$ cat config.mk
export PLATFORM = sky130hd
export DESIGN_NAME = mem_port_arbiter
export DESIGN_NICKNAME = d
export VERILOG_FILES = /design/src/rtl/mem_port_arbiter.sv
export SDC_FILE = /design/constraint.sdc
export NUM_CORES = 1
export LEC_CHECK = 0
export BUFFER_PORTS_ARGS = -buffer_cell sky130_fd_sc_hd__buf_2
export CAP_MARGIN = 25
export CORE_MARGIN = 5
export CORE_UTILIZATION = 30
export CTS_BUF_LIST = sky130_fd_sc_hd__clkbuf_16
export CTS_CLUSTER_DIAMETER = 100
export DETAILED_ROUTE_END_ITERATION = 7
export PLACE_DENSITY = 0.55
export SYNTH_ARGS = -nofsm -noshare
export SYNTH_HDL_FRONTEND = slang
export SYNTH_SLANG_ARGS = --single-unit
$ cat constraint.sdc
create_clock -name clk -period 1.9 [get_ports clk]
set_clock_uncertainty 0.1 [all_clocks]
set_input_delay 0.19 -clock clk [delete_from_list [all_inputs] [get_ports clk]]
set_output_delay 0.19 -clock clk [all_outputs]
set_load 0.005 [all_outputs]
$ cat src/rtl/mem_port_arbiter.sv
// Arbitrates the single-port data memory between fetch (IF) and load/store (D),
// sequencing each access and handling store lane steering and load extension.
module mem_port_arbiter #(
  parameter int MEM_LAT    = 1,
  parameter int STARVE_MAX = 4
) (
  input  logic        clk,
  input  logic        rst,
  input  logic        if_req,
  input  logic [31:0] if_addr,
  output logic        if_gnt,
  output logic        if_rvalid,
  output logic [31:0] if_rdata,
  input  logic        d_req,
  input  logic        d_we,
  input  logic [31:0] d_addr,
  input  logic [31:0] d_wdata,
  input  logic [1:0]  d_size,
  input  logic        d_unsigned,
  output logic        d_gnt,
  output logic        d_rvalid,
  output logic [31:0] d_rdata,
  output logic        d_misalign,
  output logic        mem_re,
  output logic        mem_we,
  output logic [31:0] mem_addr,
  output logic [31:0] mem_wdata,
  output logic [3:0]  mem_wstrb,
  input  logic [31:0] mem_rdata,
  output logic        busy
);
  // state | meaning
  // IDLE  | arbitrate, grant at most one requester
  // ISSUE | one-cycle read or write strobe to memory
  // WAIT  | MEM_LAT cycles, read data captured in the last one
  // RESP  | one-cycle rvalid to the owner
  typedef enum logic [1:0] {IDLE, ISSUE, WAIT, RESP} state_t;

  localparam int CW = (MEM_LAT > 1) ? $clog2(MEM_LAT) : 1;
  localparam int SW = $clog2(STARVE_MAX + 1);

  state_t        state, state_nx;
  logic [CW-1:0] wait_cnt;
  logic [SW-1:0] starve_cnt;
  logic          owner_d, we_q, uns_q, err_q;
  logic [1:0]    size_q;
  logic [31:0]   addr_q, wdata_q, rdata_q;
  logic          force_if, misalign_in;
  logic [7:0]    byte_v;
  logic [15:0]   half_v;
  logic [31:0]   load_v;
  logic [3:0]    strb_v;
  logic [31:0]   wrep_v;

  // IF is forced only once D has won STARVE_MAX times in a row while IF waited
  assign force_if    = if_req && (starve_cnt == SW'(STARVE_MAX));
  assign misalign_in = (d_size == 2'b11) || (d_size == 2'b01 && d_addr[0]) ||
                       (d_size == 2'b10 && d_addr[1:0] != 2'b00);

  always_ff @(posedge clk) begin
    if (!rst) state <= IDLE;
    else      state <= state_nx;
  end

  always_comb begin
    state_nx = state;
    d_gnt    = 1'b0;
    if_gnt   = 1'b0;
    case (state)
      IDLE: begin
        d_gnt  = rst && d_req && !force_if;
        if_gnt = rst && if_req && !d_gnt;
        if (d_gnt)       state_nx = misalign_in ? RESP : ISSUE;
        else if (if_gnt) state_nx = ISSUE;
      end
      ISSUE:   state_nx = WAIT;
      WAIT:    if (wait_cnt == '0) state_nx = RESP;
      RESP:    state_nx = IDLE;
      default: state_nx = IDLE;
    endcase
  end

  always_comb begin
    byte_v = mem_rdata[{addr_q[1:0], 3'b000} +: 8];
    half_v = addr_q[1] ? mem_rdata[31:16] : mem_rdata[15:0];
    case (size_q)
      2'b00:   load_v = uns_q ? {24'd0, byte_v} : {{24{byte_v[7]}}, byte_v};
      2'b01:   load_v = uns_q ? {16'd0, half_v} : {{16{half_v[15]}}, half_v};
      default: load_v = mem_rdata;
    endcase
    case (size_q)
      2'b00:   begin strb_v = 4'b0001 << addr_q[1:0]; wrep_v = {4{wdata_q[7:0]}};  end
      2'b01:   begin strb_v = 4'b0011 << addr_q[1:0]; wrep_v = {2{wdata_q[15:0]}}; end
      default: begin strb_v = 4'b1111;                wrep_v = wdata_q;             end
    endcase
  end

  always_ff @(posedge clk) begin
    if (!rst) begin
      wait_cnt   <= '0;
      starve_cnt <= '0;
      owner_d    <= 1'b0;
      we_q       <= 1'b0;
      uns_q      <= 1'b0;
      err_q      <= 1'b0;
      size_q     <= 2'b00;
      addr_q     <= '0;
      wdata_q    <= '0;
      rdata_q    <= '0;
    end else begin
      if (d_gnt) begin
        owner_d <= 1'b1;
        we_q    <= d_we;
        uns_q   <= d_unsigned;
        err_q   <= misalign_in;
        size_q  <= d_size;
        addr_q  <= d_addr;
        wdata_q <= d_wdata;
        rdata_q <= '0;
        if (if_req && starve_cnt < SW'(STARVE_MAX)) starve_cnt <= starve_cnt + 1'b1;
      end else if (if_gnt) begin
        owner_d    <= 1'b0;
        we_q       <= 1'b0;
        uns_q      <= 1'b0;
        err_q      <= 1'b0;
        size_q     <= 2'b10;
        addr_q     <= if_addr;
        rdata_q    <= '0;
        starve_cnt <= '0;
      end
      if (state == ISSUE) wait_cnt <= CW'(MEM_LAT - 1);
      else if (state == WAIT && wait_cnt != '0) wait_cnt <= wait_cnt - 1'b1;
      if (state == WAIT && wait_cnt == '0 && !we_q) rdata_q <= load_v;
    end
  end

  assign mem_re     = (state == ISSUE) && !we_q;
  assign mem_we     = (state == ISSUE) && we_q;
  assign mem_addr   = (state == ISSUE) ? {addr_q[31:2], 2'b00} : 32'd0;
  assign mem_wdata  = mem_we ? wrep_v : 32'd0;
  assign mem_wstrb  = mem_we ? strb_v : 4'd0;
  assign d_rvalid   = (state == RESP) && owner_d;
  assign if_rvalid  = (state == RESP) && !owner_d;
  assign d_rdata    = d_rvalid ? rdata_q : 32'd0;
  assign if_rdata   = if_rvalid ? rdata_q : 32'd0;
  assign d_misalign = d_rvalid && err_q;
  assign busy       = (state != IDLE);
endmodule

==> reports/results.tsv, run 1 <==
metric	value	unit
I/O Buffers	273	
placer congestion estimate	0.8401	
max-capacitance violation count	0	
global-route wire length before repair	37930	um
Max Clk Rate	528.3	MHz
post-DP HPWL	16400	um
die width	152.7	um
Placed Area	7868	um2
Power Density	913.5	nW/um2
Worst Setup Slack post-DPL	0.07298	ns
vias	7133	
Synth Area in Compound Gates	22.48	%
Netlist cell types	50	
post-synth top area share	35.42	%
TritonCTS clock tree	yes	
Hold Path Depth	3	
Pre-Repair DR Iteration Count	5	
Final Instance Area	9704	um2
Multi-input gate area	3747	um2
Max Transition Viols Final	0	
Mean Syn Cell Area	7.621	um2
DRT iter0 DRCs	427	
Synth Area in XOR/XNOR	0.2869	%
cts bufs inserted	9	
fillcell total	1922	
Worst VDD drop	0.5965	mV
most area-consuming cells after synthesis	dfxtp_1 (35%), nand2_1 (12%), and2_1 (6.6%)	
register area share after synthesis	35.42	%
sequential cell area	2185	um2
Nets	1306	
Final Critical Period	1.893	ns
Top FF cell, synth	dfxtp_1	
Startpoint Class	register	
largest family of logic cells by synthesized area	simple AND/OR/NAND/NOR gates	
Worst Hold Class	primary input to register	
Via density	4.950	
area grow syn2layout	58.97	%
share of cells above drive strength 1	34.90	%
Die Area	23300	um2
vias in the first global route	7143	
Starting Density	30.36	%
CTS Sinks	108	
fin crit share	99.63	%
worst setup path class	register to output port	
Critical Path Max Stage Delay	0.38	ns
Tot GR Track Use	19.62	%
initial antenna violation count	3	
Setup WS post-layout	0.007084	ns
most frequent cells in the layout	buf_2 (262), nand2_1 (194), dlygate4sd3_1 (103)	
Placeable Area	20100	um2
IO Pins	276	
Final ANT Viol Nets	0	
crit end category	output port	
Die Y-Extent	152.7	um
Cell Area, Synth	6105	um2
mux share of post-synthesis cell area	5.472	%
final setup fails	0	
CTS Root Cell	clkbuf_16	
Warnings, synthesis	0	
slowest stage cell, crit path	dfxtp_4	
Worst EP required	1.61	ns
RSZ-0062 raised after global routing	true	
Critical Path Fanout Max	8	
status	complete, no violations	
ys async rst share	0	%
Post-Synth Adder-Cell Area	1.230	%
pin count of the biggest net entering global routing	61	
commonest non-fill, non-tap cell in the layout	buf_2	
critical path arrival	1.60	ns
Post-Synth Simple-Gate Area	28.53	%
Lkg Pwr	4.565	nW
clk slew on worst S/H paths	0.08	ns
Mapped Cells	801	
worst-skew pair later-pin latency	0.35	ns
grt ovf	0	
final hold slack	0.01946	ns
worst-path cell chain	ha_4 -> nor2b_4 -> clkbuf_16 -> and2_4 -> buf_6	
final hold vios	0	
Worst R2R Path Depth	7	
clock tree buffer depth	2	
CTS HTree Levels	3	
Yosys top cell by area	dfxtp_1	
WL final	24550	um
# rows	52	
Post-synth EDFFs	0	
FF+latch count, synth	108	
post-DR wirelength/cell	17.04	um
DRC Markers	0	
## metrics by stage
stage	std cells	utilization [%]	total power, mW	TNS [ns]
floorplan	802	-	5.118	0
global route	1441	48.27	9.478	-1.564
detailed placement	1310	39.13	6.361	0
global placement	1310	39.13	6.332	0
CTS	1431	46.38	8.712	-0.007641
finish	1441	48.27	8.865	0
## repair_timing
| item | CTS | global route |
|---|---|---|
| pin swaps | 1 | 6 |
| hold endpoints to repair | 72 | 0 |
| endpoints found under the setup margin | 97 | 111 |
| setup buffers | 1 | 4 |
| cloned | 1 | 5 |
| hold buffers | 103 | 0 |
| gates resized for setup | 26 | 67 |
## path summary, 6_finish.rpt
path	from	to	slack (ns)
hold / removal	if_addr[0]	addr_q[0]$_SDFFE_PN0P_	0.02
setup / recovery	state[0]$_SDFFE_PN0P_	if_rdata[24]	0.007
hold reg to reg	wdata_q[21]$_SDFFE_PN0N_	wdata_q[21]$_SDFFE_PN0N_	0.37
setup reg to reg	state[1]$_SDFFE_PN0P_	addr_q[5]$_SDFFE_PN0P_	0.14
## cells in the mapped netlist, types with 3 or more instances
library cell	number
nand2_1	195
dfxtp_1	108
and2_1	64
and3_1	43
clkbuf_1	42
a21oi_1	40
o21ai_0	40
nor2_1	39
a21boi_0	33
a31oi_1	33
buf_2	23
mux2i_1	21
a221o_1	16
a22o_1	12
inv_1	10
a22oi_1	9
buf_4	7
ha_1	6
a221oi_1	5
mux4_2	5
nor3_1	5
nor2b_1	4
a211oi_1	3
nand2b_1	3
nand3_1	3
o22ai_1	3
## layout make-up
class / instances / share of cell area, %
clock inverters: 7 / 0.7736
diodes: 2 / 0.05157
multi-input cells: 607 / 38.62
inverters: 11 / 0.5544
well taps: 270 / 3.481
clock buffers: 9 / 2.321
repair buffers: 427 / 31.69
flip-flops and latches: 108 / 22.51
## cells by family after synthesis
kind of cell,Yosys count
XOR/XNOR,2
other,1
multiplexers,27
AND/OR/NAND/NOR,367
adder cells (fa/ha/maj),6
buffers and inverters,87
flip-flops,108
AO/OA/AOI/OAI,203
## sequential cells by signal, summed over array words and instances (netlist names)
signal	cells
wait_cnt	1
wdata_q	32
rdata_q	32
starve_cnt	3
owner_d	1
err_q	1
uns_q	1
we_q	1
state	2
size_q	2
addr_q	32
## worst max-delay path: cells and delay by family (launching register included)
family,cells,cell delay (ns)
buf+inv,2,0.31
simple gates,2,0.42
fa+ha+maj,1,0.14
flops,1,0.38
## routing by layer
layer / GRT usage, % / share of wire [%] / up-vias
li1: - / - / 3486
met1: 23.88 / 42 / 3333
met2: 33.70 / 49 / 262
met3: 5.226 / 6.5 / 50
met4: 6.449 / 2.5 / 2
met5: 0 / 0.053 / -
## power by group
part	switching, mW	internal (mW)	total [mW]
sequential	0.411	2.76	3.17
combinational	2.03	1.69	3.72
clock	0.935	1.04	1.97
total	3.37	5.49	8.87
Note: power is estimated with default switching activity, not from simulation.
==> run 2, diff against run 1 <==
PLACE_DENSITY = 0.53   (was 0.55)
RECOVER_POWER = 100   (was default)
clock period = 2.1 ns   (was 1.9 ns; I/O delays follow)
==> reports/results.tsv, run 2 (same netlist as run 1, synthesis figures left out) <==
metric	value	unit	change
Setup WS post-layout	0.05766	ns	+0.05058 ns
max-capacitance violation count	0		unchanged
internal power	4.580	mW	-17%
# rows	52		unchanged
fin crit share	97.25	%	
Placeable Area	20100	um2	unchanged
cts bufs inserted	9		unchanged
WL final	23780	um	-3.2%
Critical Path Max Stage Delay	0.46	ns	+0.08 ns
I/O Buffers	273		unchanged
die width	152.7	um	unchanged
worst-skew pair later-pin latency	0.35	ns	about the same
switch share	38.95	%	+0.91 points
clock tree buffer depth	2		unchanged
CP Launch Point	addr_q[1]$_SDFFE_PN0P_		
Nets	1271		-2.7%
CTS Sinks	108		unchanged
Worst VDD drop	0.4946	mV	-17%
met2 WL post-DR	11070	um	-8.6%
share of cells above drive strength 1	30.60	%	-4.3 points
vias in the first global route	6915		-3.2%
clk slew on worst S/H paths	0.07	ns	about the same
Lkg Pwr	4.298	nW	-5.8%
slowest stage cell, crit path	dfxtp_1		
Final ANT Viol Nets	0		unchanged
Metal-1 WL	10400	um	+1.8%
final setup fails	0		unchanged
Seq pwr share	37.8	%	+2.0 points
pin count of the biggest net entering global routing	61		unchanged
worst r2r src	state[0]$_SDFFE_PN0P_		
biggest regs	addr_q x32, rdata_q x32, wdata_q x32		
RSZ-0062 raised after global routing	true		
worst setup path class	register to output port		
Util after Layout	44.34	%	-3.9 points
Multi-input gate area	3560	um2	-5.0%
Final Critical Period	2.042	ns	
Fin Setup TNS	0	ns	unchanged
fillcell total	2039		+6.1%
Clock Power Share	22.6	%	+0.3 points
initial antenna violation count	6		+3
Pre-Repair DR Iteration Count	5		unchanged
post-DP HPWL	16920	um	+3.2%
most frequent cells in the layout	buf_2 (273), nand2_1 (195), dfxtp_1 (105)		
Tot GR Track Use	19.56	%	-0.059 points
DR WL met3	1734	um	+8.2%
crit end category	output port		
Max Transition Viols Final	0		unchanged
most used cell, CP	nor2_1		
Worst Setup Slack post-DPL	0.1344	ns	+0.06140 ns
logic gate share of total power	39.6	%	-2.4 points
commonest non-fill, non-tap cell in the layout	buf_2		
Die Area	23300	um2	unchanged
Starting Density	30.36	%	unchanged
placer congestion estimate	0.8556		+1.8%
Psw	2.922	mW	-13%
Worst-Margin Slew	0.6920	ns	
Critical Path Fanout Max	7		-1
hold_sp	d_wdata[8]		
Die Y-Extent	152.7	um	unchanged
status	complete, no violations		
CTS Root Cell	clkbuf_16		
max layer used	met5		
CTS HTree Levels	3		unchanged
vias	6934		-2.8%
worst-path cell chain	inv_1 -> nor2_1 -> buf_4 -> nor2_1 -> buf_2		
Worst EP required	1.79	ns	+0.18 ns
final hold vios	0		unchanged
Max-slew headroom	53.86	%	
DRC Markers	0		unchanged
grt ovf	0		unchanged
Startpoint Class	register		
DRT iter0 DRCs	416		-2.6%
global-route wire length before repair	37420	um	-1.3%
TritonCTS clock tree	yes		
Via density	4.928		-0.44%
sequential cell area	2171	um2	-0.63%
post-DR wirelength/cell	16.90	um	-0.83%
Worst Hold Class	primary input to register		
Worst R2R Path Depth	5		-2
area grow syn2layout	46.03	%	
critical path arrival	1.73	ns	+0.13 ns
Max Clk Rate	489.6	MHz	
IO Pins	276		unchanged
Power Density	841.5	nW/um2	-7.9%
Hold Path Depth	3		unchanged
## run 2: cell count changes in the layout (fill, tap and decap cells not counted), sizes merged
cell         previous run  this run
buf                   319       311
bufbuf                  1         0
bufinv                  1         0
clkbuf                 13         9
clkinv                  2         1
clkinvlp                0         1
diode                   2         3
dlygate4sd3           103        81
inv                    15        16
## run 2: final cells by class
class | count | share of cell area, %
antenna | 3 | 0.08421
sequential | 108 | 24.35
inverter | 11 | 0.4632
tap | 270 | 3.789
clock buffer | 9 | 2.526
timing repair buffer | 392 | 28.22
clock inverter | 7 | 0.6316
multi-input combinational | 607 | 39.93
## run 2: timing repair
item | 4_1_cts | 5_1_grt
setup buffers | 1 | 0
hold buffers | 81 | 0
endpoints found under the setup margin | 6 | 29
cloned | 0 | 0
pin swaps | 1 | 1
endpoints found under the hold margin | 57 | 0
gates resized for setup | 2 | 7
## run 2: final timing paths
check | slack (ns) | to
hold / removal | 0.01 | wdata_q[8]$_SDFFE_PN0N_
setup / recovery | 0.06 | mem_wstrb[1]
hold reg to reg | 0.37 | wdata_q[16]$_SDFFE_PN0N_
setup reg to reg | 0.23 | rdata_q[26]$_SDFFE_PN0P_
## run 2: per-stage QoR
stage / instances / power [mW] / cell area (um2) / hold WS, ns
global placement: 1306 / 5.691 / 7785 / 0.3302
finish: 1407 / 7.502 / 8915 / 0.01245
floorplan: 802 / 4.630 / 6108 / 0.2358
global route: 1407 / 8.041 / 8915 / 0.009697
detailed placement: 1306 / 5.706 / 7785 / 0.3289
CTS: 1404 / 7.558 / 8890 / 0.0002059
## run 2: power by group through the flow
stage	Combinational (mW)	Sequential (mW)	Clock, mW
after floorplan	1.92	2.71	0
final	2.97	2.83	1.69
after detailed placement	2.84	2.87	0
after global placement	2.84	2.85	0
after global routing	3.32	2.90	1.82
after CTS	2.97	2.83	1.76
## run 2: metal layers
metal,up-vias,global-route usage [%]
li1,3430,-
met2,260,32.24
met5,-,0
met1,3200,24.88
met4,6,5.855
met3,38,5.680
## run 2: worst max-delay path: cells and delay by family (launching register included)
family	cells	cell delay [ns]
buf+inv	3	0.51
simple gates	2	0.40
flops	1	0.46
